===== src/rtl/led_pattern_gen_if.sv =====
// LED pattern generator bus: per-channel mode/brightness in, tick and LED drive out.
interface led_pattern_gen_if #(
  parameter int NUM_CH   = 4,
  parameter int PWM_BITS = 8
);
  logic [2*NUM_CH-1:0]        MODE;
  logic [PWM_BITS*NUM_CH-1:0] DUTY;
  logic                       TICK;
  logic [NUM_CH-1:0]          LED;

  // Control logic side: drives modes and brightness, observes the pins.
  modport master (output MODE, DUTY, input TICK, LED);
  // Generator side.
  modport slave  (input MODE, DUTY, output TICK, LED);
endinterface


===== src/rtl/led_pattern_gen.sv =====
// Multi-channel LED driver: OFF / ON / BLINK / BREATHE per channel, sharing one
// prescaled timing tick, one PWM counter, one blink phase and one breathe level.
module led_pattern_gen #(
  parameter int CLK_FREQ          = 100_000_000,
  parameter int TICK_HZ           = 1_000,
  parameter int NUM_CH            = 4,
  parameter int PWM_BITS          = 8,
  parameter int HALF_PERIOD_TICKS = 500
) (
  input logic              CLK,
  input logic              RST,
  led_pattern_gen_if.slave bus
);

  localparam int DIV       = CLK_FREQ / TICK_HZ;
  localparam int PRESC_W   = $clog2(DIV);
  localparam int BLINK_W   = (HALF_PERIOD_TICKS > 1) ? $clog2(HALF_PERIOD_TICKS) : 1;
  localparam logic [PRESC_W-1:0]  PRESC_LAST = PRESC_W'(DIV - 1);
  localparam logic [BLINK_W-1:0]  BLINK_LAST = BLINK_W'(HALF_PERIOD_TICKS - 1);
  localparam logic [PWM_BITS-1:0] LEVEL_MAX  = '1;

  logic [PRESC_W-1:0]  presc_reg;
  logic                tick_reg;
  logic [PWM_BITS-1:0] pwm_reg;
  logic [BLINK_W-1:0]  blink_cnt_reg;
  logic                phase_reg;
  logic [PWM_BITS-1:0] level_reg;
  logic                dir_down_reg;
  logic [NUM_CH-1:0]   led_reg;
  logic [NUM_CH-1:0]   led_next;

  // Brightness compare; all-ones is a true 100% rather than (2^N-1)/2^N.
  function automatic logic level_on(input logic [PWM_BITS-1:0] lvl,
                                    input logic [PWM_BITS-1:0] pwm);
    return (lvl == LEVEL_MAX) || (pwm < lvl);
  endfunction

  // Prescaler and registered tick: TICK pulses the cycle after the count hits DIV-1.
  always_ff @(posedge CLK) begin
    if (RST) begin
      presc_reg <= '0;
      tick_reg  <= 1'b0;
    end else begin
      tick_reg  <= (presc_reg == PRESC_LAST);
      presc_reg <= (presc_reg == PRESC_LAST) ? '0 : presc_reg + 1'b1;
    end
  end

  // Free-running PWM counter, wraps naturally at all-ones.
  always_ff @(posedge CLK) begin
    if (RST) pwm_reg <= '0;
    else     pwm_reg <= pwm_reg + 1'b1;
  end

  // Blink half-period counter; the shared phase toggles at each wrap so all
  // BLINK channels stay phase-locked.
  always_ff @(posedge CLK) begin
    if (RST) begin
      blink_cnt_reg <= '0;
      phase_reg     <= 1'b0;
    end else if (tick_reg) begin
      if (blink_cnt_reg == BLINK_LAST) begin
        blink_cnt_reg <= '0;
        phase_reg     <= ~phase_reg;
      end else begin
        blink_cnt_reg <= blink_cnt_reg + 1'b1;
      end
    end
  end

  // Breathe triangle: level holds for one tick at each end while direction flips.
  always_ff @(posedge CLK) begin
    if (RST) begin
      level_reg    <= '0;
      dir_down_reg <= 1'b0;
    end else if (tick_reg) begin
      if (!dir_down_reg) begin
        if (level_reg == LEVEL_MAX) dir_down_reg <= 1'b1;
        else                        level_reg    <= level_reg + 1'b1;
      end else begin
        if (level_reg == '0) dir_down_reg <= 1'b0;
        else                 level_reg    <= level_reg - 1'b1;
      end
    end
  end

  // Per-channel mode decode.
  for (genvar gi = 0; gi < NUM_CH; gi++) begin : g_ch
    logic [1:0]          mode_ch;
    logic [PWM_BITS-1:0] duty_ch;
    logic                on_ch;

    assign mode_ch = bus.MODE[2*gi +: 2];
    assign duty_ch = bus.DUTY[PWM_BITS*gi +: PWM_BITS];

    // Select the channel's drive from its mode; DUTY is ignored in BREATHE.
    always_comb begin
      on_ch = 1'b0;
      case (mode_ch)
        2'b01:   on_ch = level_on(duty_ch, pwm_reg);
        2'b10:   on_ch = phase_reg & level_on(duty_ch, pwm_reg);
        2'b11:   on_ch = level_on(level_reg, pwm_reg);
        default: on_ch = 1'b0;
      endcase
    end

    assign led_next[gi] = on_ch;
  end

  // Register the pin drive: one cycle from counter state and MODE/DUTY to LED.
  always_ff @(posedge CLK) begin
    if (RST) led_reg <= '0;
    else     led_reg <= led_next;
  end

  assign bus.TICK = tick_reg;
  assign bus.LED  = led_reg;

endmodule

===== src/flat_wrapper.sv =====
// flat-port wrapper written by rule: the top's interface ports become plain ports
module led_pattern_gen_flat 
#(
  parameter int CLK_FREQ          = 100_000_000,
  parameter int TICK_HZ           = 1_000,
  parameter int NUM_CH            = 4,
  parameter int PWM_BITS          = 8,
  parameter int HALF_PERIOD_TICKS = 500
)
  (CLK, RST, bus_MODE, bus_DUTY, bus_TICK, bus_LED);
  led_pattern_gen_if #(.NUM_CH(NUM_CH), .PWM_BITS(PWM_BITS)) bus_i ();
  input logic CLK;
  input logic RST;
  input wire logic [$bits(bus_i.MODE)-1:0] bus_MODE;
  input wire logic [$bits(bus_i.DUTY)-1:0] bus_DUTY;
  output wire logic [$bits(bus_i.TICK)-1:0] bus_TICK;
  output wire logic [$bits(bus_i.LED)-1:0] bus_LED;
  assign bus_i.MODE = bus_MODE;
  assign bus_i.DUTY = bus_DUTY;
  assign bus_TICK = bus_i.TICK;
  assign bus_LED = bus_i.LED;
  led_pattern_gen #(.CLK_FREQ(CLK_FREQ), .TICK_HZ(TICK_HZ), .NUM_CH(NUM_CH), .PWM_BITS(PWM_BITS), .HALF_PERIOD_TICKS(HALF_PERIOD_TICKS)) u_core (.CLK(CLK), .RST(RST), .bus(bus_i));
endmodule

===== config.mk =====
export PLATFORM = sky130hd
export DESIGN_NAME = led_pattern_gen_flat
export DESIGN_NICKNAME = d
export VERILOG_FILES = /design/src/rtl/led_pattern_gen_if.sv /design/src/rtl/led_pattern_gen.sv /design/src/flat_wrapper.sv
export SDC_FILE = /design/constraint.sdc
export NUM_CORES = 1
export LEC_CHECK = 0
export CAP_MARGIN = 5
export CORE_ASPECT_RATIO = 0.75
export CORE_UTILIZATION = 47
export DETAILED_ROUTE_END_ITERATION = 12
export PLACE_DENSITY = 0.71
export SLEW_MARGIN = 0
export SYNTH_ARGS = -nofsm -noshare
export SYNTH_HDL_FRONTEND = slang
export SYNTH_SLANG_ARGS = --single-unit

===== constraint.sdc =====
create_clock -name CLK -period 4.2 [get_ports CLK]
set_input_delay 1.05 -clock CLK [delete_from_list [all_inputs] [get_ports CLK]]
set_output_delay 1.05 -clock CLK [all_outputs]
set_load 0.01 [all_outputs]

==> summary.log, run 1 <==
qor: run_status.outcome finished, violations left
qor: run_status.failed_checks design-rule violations
qor: yosys.most_numerous_cell_in_the_yosys_netlist sky130_fd_sc_hd__nor2_1
qor: hold_path.min-delay-path-class reg2reg
qor: critical_path.cp_cell_sequence clkdlybuf4s50_1 -> inv_1 -> a32oi_1 -> nor3b_1 -> a311o_1
qor: critical_path.worst-r2r-cell-count 8
qor: timing.finalHoldViolations 0
qor: yosys.post_synth.cell_area_avg 8.22 um^2
qor: hold_path.worstHoldPathCells 1
qor: power.vdd_drop_max 206 uV
qor: timing.fin_worst_skew 0.00661 ns
qor: placed_design.hpwl 5.43 mm
qor: global_routing.antenna_violations_before_repair 0
qor: critical_path.timing.critical_path.required 4.40 ns
qor: yosys.ys_types 52
qor: clock_tree.clk_latency 0.31 ns
qor: placed_design.placed_cell_area 3790 um^2
qor: cells_and_area.stdcell_area 3880 um^2
qor: global_routing.grt_first_pass_wirelength 12.0 mm
qor: yosys.synth_warnings 0
qor: route.detail_route.wl_per_cell 13.5 um
qor: yosys.synthesized_cell_area 3250 um^2
qor: route.drt_drc_violations_left 6
qor: die.fp.dieH 74.0 um
qor: die.core 6470 um^2
qor: clock_tree.tritoncts done
qor: cells_and_area.filler_cell_count 590
qor: yosys.portion_of_synthesized_cell_area_occupied_by_the_leading_cell_type 0.302
qor: yosys.synth_seq_cells 49
qor: timing.timing.final.setup_violations 0
qor: clock_tree.cts_sinks 49
qor: cells_and_area.finish.net_count 530
qor: yosys.netlist_top_cells_count sky130_fd_sc_hd__nor2_1, sky130_fd_sc_hd__dfxtp_1, sky130_fd_sc_hd__inv_1, sky130_fd_sc_hd__ha_1
qor: critical_path.critical_path_class in2reg
qor: cells_and_area.drive_gt1_frac 0.0383
qor: critical_path.regToRegStartpoint u_core.dir_down_reg
qor: clock_tree.cts_root_buf sky130_fd_sc_hd__clkbuf_8
qor: critical_path.critical_path.slowest_cell sky130_fd_sc_hd__clkdlybuf4s50_1
qor: power.power_density 229 nW/um^2
qor: timing.setup_slack 1.27 ns
qor: clock_tree.post_cts.resized_instances 0
qor: route.ant_nets 0
qor: cells_and_area.antenna_cells_inserted 0
qor: die.rows 25
qor: route.viasPerCell 5.39
qor: critical_path.worstSetupEndpointType flip-flop
qor: timing.slew-limit-headroom 0.453
qor: critical_path.critPathMaxFanout 21
qor: global_routing.grt_pass1_vias 2697
qor: clock_tree.postCtsHoldBufs 0
qor: die.start_util 0.501
qor: critical_path.critical-path-max-stage-delay 1.00 ns
qor: route.drc_violation_total_after_the_first_tritonroute_iteration 95
qor: hold_path.hold_end u_core.presc_reg[0]
qor: cells_and_area.multi_input_comb_area 2070 um^2
qor: timing.fin_tns_setup 0 ns
qor: timing.max_slew.worst_pin.slew 0.818 ns
qor: critical_path.cp_data_arrival_time 3.12 ns
qor: clock_tree.cts-buffers-inserted 5
qor: timing.fmax 342 MHz
qor: timing.grt_setup_unrepaired false
qor: critical_path.reg_to_reg_endpoint u_core.level_reg[6]
qor: die.die_x 98.0 um
qor: die.ios 47
qor: global_routing.largest_net_degree_at_the_start_of_global_routing 22
qor: global_routing.grt-ovfl-total 0
qor: clock_tree.cts_max_path_buffers 2
qor: yosys.synth.net_count 482
qor: yosys.synth-seq-area-share 0.302
qor: clock_tree.cts.reportedPaths.clkPinSlew 0.09 ns
qor: critical_path.critPathLaunchType input port
qor: timing.slew_viol_final 0
qor: placed_design.count_of_buffers_inserted_at_the_top_level_ports 46
qor: hold_path.holdCritStartpoint u_core.presc_reg[0]
qor: flow_run.max-cap-violations 0
qor: clock_tree.ctsHtreeMaxLevel 2
qor: route.vias 2830
qor: yosys.postSynth.topFlopCell sky130_fd_sc_hd__dfxtp_1
qor: yosys.synth_enable_flop_cells 0
qor: cells_and_area.reg_area 981 um^2
qor: yosys.synthArstFlopShare 0
qor: power.power.total 0.000887 W
qor: timing.final.min_clock_period 2.93 ns
qor: power.p_leak 1.65 nW
qor: placed_design.gp_congestion 0.798
qor: yosys.netlist_top_cells_area sky130_fd_sc_hd__dfxtp_1, sky130_fd_sc_hd__ha_1, sky130_fd_sc_hd__nor2_1, sky130_fd_sc_hd__inv_1, sky130_fd_sc_hd__xor2_1
qor: placed_design.pre_cts_ws 0.967 ns
qor: timing.fin_crit_sh 0.697
qor: route.wirelength 7.08 mm
qor: clock_tree.post_cts.repair.setup_buffers 0
qor: global_routing.grt_util_all_layers 0.207
qor: route.detail_route.first_pass.iterations 8
qor: die.die_area 7250 um^2
qor: yosys.synth.largest_area_cell sky130_fd_sc_hd__dfxtp_1
qor: yosys.postSynthCellCount 395
qor: cells_and_area.area.growth.synth_to_final 19.5%
qor: critical_path.reg2reg_setup_slack 1.73 ns
qor: cells_and_area.largest_reg_flops 17
## layout by cell type (no fill, tap or decap), types with 3 or more instances in the layout
cell type                         count
sky130_fd_sc_hd__nor2_1              57
sky130_fd_sc_hd__dfxtp_1             49
sky130_fd_sc_hd__clkdlybuf4s50_1     46
sky130_fd_sc_hd__inv_1               45
sky130_fd_sc_hd__ha_1                44
sky130_fd_sc_hd__nand4_1             19
sky130_fd_sc_hd__nand2_1             19
sky130_fd_sc_hd__xor2_1              19
sky130_fd_sc_hd__nand3_1             16
sky130_fd_sc_hd__xnor2_1             14
sky130_fd_sc_hd__a21oi_1             12
sky130_fd_sc_hd__o21ai_0             11
sky130_fd_sc_hd__nor3_1               7
sky130_fd_sc_hd__nor2b_1              6
sky130_fd_sc_hd__and3_1               6
sky130_fd_sc_hd__o22ai_1              5
sky130_fd_sc_hd__nand2b_1             5
sky130_fd_sc_hd__clkbuf_8             5
sky130_fd_sc_hd__or4_1                4
sky130_fd_sc_hd__a211oi_1             4
sky130_fd_sc_hd__o21a_1               3
sky130_fd_sc_hd__or3_1                3
sky130_fd_sc_hd__mux2i_1              3
## cell families after synthesis
| logic type | count (synthesis) | share of synthesized area |
|---|---|---|
| multiplexers | 4 | 0.0139 |
| flip-flops | 49 | 0.302 |
| adder cells (fa/ha/maj) | 45 | 0.176 |
| buffers and inverters | 52 | 0.0613 |
| AO/OA/AOI/OAI | 57 | 0.118 |
| XOR/XNOR | 33 | 0.0891 |
| AND/OR/NAND/NOR | 155 | 0.239 |
## through the flow
| step | util | hold slack [ns] | instances |
|---|---|---|---|
| after floorplan | - | 0.430 | 395 |
| after global placement | 0.586 | 0.450 | 517 |
| after detailed placement | 0.586 | 0.452 | 517 |
| after CTS | 0.599 | 0.476 | 525 |
| after global routing | 0.599 | 0.488 | 525 |
| final | 0.599 | 0.470 | 525 |
## layout make-up
class | count | share of cell area
Tap cell | 81 | 0.0261
Clock inverter | 2 | 0.00387
Timing Repair Buffer | 48 | 0.123
Multi-Input combinational cell | 294 | 0.532
Inverter | 45 | 0.0435
Sequential cell | 49 | 0.253
Clock buffer | 6 | 0.0187
## per-layer routing
layer / vias to the layer above / GRT usage / wire length (um)
met4: 0 / 0.0791 / 139
met5: - / 0 / 0
met1: 1294 / 0.277 / 3670
met3: 13 / 0.0395 / 291
met2: 48 / 0.336 / 2970
li1: 1475 / - / -
## worst max-delay path: cells and delay by family
| kind | cells | cell delay [ns] |
|---|---|---|
| simple gates | 1 | 0.08 |
| compound gates | 2 | 0.61 |
| buf+inv | 2 | 1.37 |
## report_power, final
group          internal [W]  switching (W)  leakage (nW)
Combinational     0.0000716      0.0000536          1.22
Clock              0.000118       0.000161        0.0374
Sequential         0.000472      0.0000107         0.397
## how the worst max path moves through the flow
stage / startpoint / end / slack (ns) / cells past startpoint
final: RST / u_core.bus.LED[1] / 1.27 / 5
after floorplan: bus_DUTY[6] / u_core.bus.LED[0] / 1.73 / 7
after detailed placement: RST / u_core.bus.LED[1] / 0.97 / 5
after global routing: RST / u_core.bus.LED[0] / 1.06 / 5
after CTS: RST / u_core.bus.LED[1] / 1.29 / 5
after global placement: RST / u_core.bus.LED[1] / 1.02 / 5
Note: power is estimated with default switching activity, not from simulation.
==> inputs of run 2 (changes only) <==
Clock period 4.2 ns to 2.7 ns, I/O delays scaled along.
==> summary.log, run 2 (synthesized netlist as in run 1, its figures left out) <==
qor: run_status.outcome finished, violations left [unchanged]
qor: run_status.failed_checks design-rule violations [unchanged]
qor: die.die_x 98.0 um [unchanged]
qor: clock_tree.postCtsHoldBufs 0 [unchanged]
qor: route.detail_route.first_pass.iterations 8 [unchanged]
qor: route.viasPerCell 5.34 [was 5.39]
qor: power.vdd_drop_max 230 uV [was 206 uV]
qor: cells_and_area.drive_gt1_frac 0.0469 [was 0.0383]
qor: cells_and_area.finish.utilization 0.604 [was 0.599]
qor: timing.fin_worst_skew 0.00301 ns [was 0.00661 ns]
qor: timing.slew_viol_final 0 [unchanged]
qor: timing.timing.final.setup_violations 0 [unchanged]
qor: clock_tree.cts_sinks 49 [unchanged]
qor: placed_design.count_of_buffers_inserted_at_the_top_level_ports 46 [unchanged]
qor: clock_tree.cts_root_buf sky130_fd_sc_hd__clkbuf_8 [unchanged]
qor: global_routing.grt_pass1_vias 2627 [was 2697]
qor: die.fp.dieH 74.0 um [unchanged]
qor: flow_run.max-cap-violations 0 [unchanged]
qor: critical_path.timing.critical_path.required 2.90 ns [was 4.40 ns]
qor: die.rows 25 [unchanged]
qor: clock_tree.post_cts.repair.setup_buffers 0 [unchanged]
qor: power.power.total 0.00139 W [was 0.000887 W]
qor: placed_design.pre_cts_ws -0.0109 ns [was 0.967 ns]
qor: route.wirelength 7.53 mm [was 7.08 mm]
qor: die.start_util 0.501 [unchanged]
qor: cells_and_area.layout.cells.most_common_list sky130_fd_sc_hd__nor2_1, sky130_fd_sc_hd__dfxtp_1, sky130_fd_sc_hd__clkdlybuf4s50_1, sky130_fd_sc_hd__inv_1, sky130_fd_sc_hd__ha_1 [unchanged]
qor: timing.hold_ws 0.473 ns [was 0.470 ns]
qor: critical_path.critPathLaunchType input port [unchanged]
qor: cells_and_area.area.growth.synth_to_final 20.5% [was 19.5%]
qor: route.vias 2825 [was 2830]
qor: clock_tree.cts-buffers-inserted 5 [unchanged]
qor: cells_and_area.largest_reg_flops 17 [unchanged]
qor: global_routing.grt_first_pass_wirelength 12.3 mm [was 12.0 mm]
qor: route.drc_violation_total_after_the_first_tritonroute_iteration 113 [was 95]
qor: hold_path.min-delay-path-class reg2reg [unchanged]
qor: clock_tree.post_cts.resized_instances 0 [unchanged]
qor: global_routing.grt_util_all_layers 0.215 [was 0.207]
qor: critical_path.cp_data_arrival_time 2.58 ns [was 3.12 ns]
qor: global_routing.grt-ovfl-total 0 [unchanged]
qor: clock_tree.ctsHtreeMaxLevel 2 [unchanged]
qor: critical_path.worstSetupEndpointType flip-flop [unchanged]
qor: route.drt_drc_violations_left 6 [unchanged]
qor: cells_and_area.layout_commonest_cell sky130_fd_sc_hd__nor2_1 [unchanged]
qor: critical_path.critPathMaxFanout 2 [was 21]
qor: placed_design.placed_cell_area 3820 um^2 [was 3790 um^2]
qor: power.power_density 355 nW/um^2 [was 229 nW/um^2]
qor: placed_design.gp_congestion 0.799 [was 0.798]
qor: power.p_leak 1.67 nW [was 1.65 nW]
qor: timing.finalHoldViolations 0 [unchanged]
qor: critical_path.critical_path_class in2reg [unchanged]
qor: global_routing.largest_net_degree_at_the_start_of_global_routing 18 [was 22]
qor: die.core 6470 um^2 [unchanged]
qor: global_routing.antenna_violations_before_repair 0 [unchanged]
qor: timing.max_slew.worst_pin.slew 0.479 ns [was 0.818 ns]
qor: timing.final.min_clock_period 2.38 ns
qor: timing.fin_crit_sh 0.883
qor: timing.slew-limit-headroom 0.681 [was 0.453]
qor: clock_tree.cts_max_path_buffers 2 [unchanged]
qor: clock_tree.tritoncts done [unchanged]
qor: clock_tree.clk_latency 0.31 ns [about the same]
qor: cells_and_area.antenna_cells_inserted 0 [unchanged]
qor: hold_path.worstHoldPathCells 1 [unchanged]
qor: die.ios 47 [unchanged]
qor: timing.grt_setup_unrepaired false [unchanged]
qor: cells_and_area.finish.net_count 534 [was 530]
qor: die.die_area 7250 um^2 [unchanged]
qor: route.detail_route.wl_per_cell 14.2 um [was 13.5 um]
qor: timing.fmax 420 MHz
qor: placed_design.hpwl 5.83 mm [was 5.43 mm]
qor: cells_and_area.stdcell_area 3910 um^2 [was 3880 um^2]
qor: clock_tree.cts.reportedPaths.clkPinSlew 0.09 ns [about the same]
qor: critical_path.worst-r2r-cell-count 7 [was 8]
qor: route.ant_nets 0 [unchanged]
qor: timing.setup_slack 0.317 ns [was 1.27 ns]
==> run 2: changes by cell type in the layout (fill, tap and decap cells not counted) <==
cell                    delta
sky130_fd_sc_hd__buf_4     +4
==> run 2: final cells by class <==
| class | count | area (um^2) |
|---|---|---|
| Multi-Input combinational cell | 294 | 2070 |
| Sequential cell | 49 | 981 |
| Tap cell | 81 | 101 |
| Fill cell | 587 | 2560 |
| Timing Repair Buffer | 52 | 505 |
| Inverter | 45 | 169 |
| Clock buffer | 6 | 72.6 |
| Clock inverter | 2 | 15.0 |
==> run 2: per-layer routing <==
metal,routed length (um),track usage,vias up
met5,0,0,-
met2,3290,0.349,52
li1,-,-,1489
met1,3880,0.300,1280
met4,44,0.0320,0
met3,318,0.0498,4
==> run 2: final timing paths <==
| check | slack [ns] | endpoint | start |
|---|---|---|---|
| max | 0.32 | u_core.bus.LED[0] | bus_DUTY[4] |
| min | 0.47 | u_core.presc_reg[0] | u_core.presc_reg[0] |
| max reg2reg | 0.35 | u_core.level_reg[7] | u_core.dir_down_reg |
| min reg2reg | 0.47 | u_core.presc_reg[0] | u_core.presc_reg[0] |
==> run 2: worst max-delay path, stage by stage <==
cell,delay (ns)
sky130_fd_sc_hd__clkdlybuf4s50_1,0.49
sky130_fd_sc_hd__inv_1,0.05
sky130_fd_sc_hd__ha_1,0.29
sky130_fd_sc_hd__nand4_1,0.08
sky130_fd_sc_hd__or3_1,0.37
sky130_fd_sc_hd__a32oi_1,0.23
sky130_fd_sc_hd__nor3b_1,0.08
sky130_fd_sc_hd__a311o_1,0.31
==> run 2: per-stage QoR <==
step / instances / setup TNS [ns]
after floorplan: 395 / 0
after global placement: 521 / 0
after detailed placement: 521 / -0.0109
after CTS: 529 / 0
after global routing: 529 / 0
final: 529 / 0
==> run 2: power breakdown <==
part	leakage [nW]	internal (W)	total (W)	switching (W)
logic	1.24	0.000115	0.000203	0.0000880
clock network	0.0374	0.000183	0.000435	0.000252
registers	0.397	0.000735	0.000749	0.0000148
total	1.67	0.00103	0.00139	0.000355
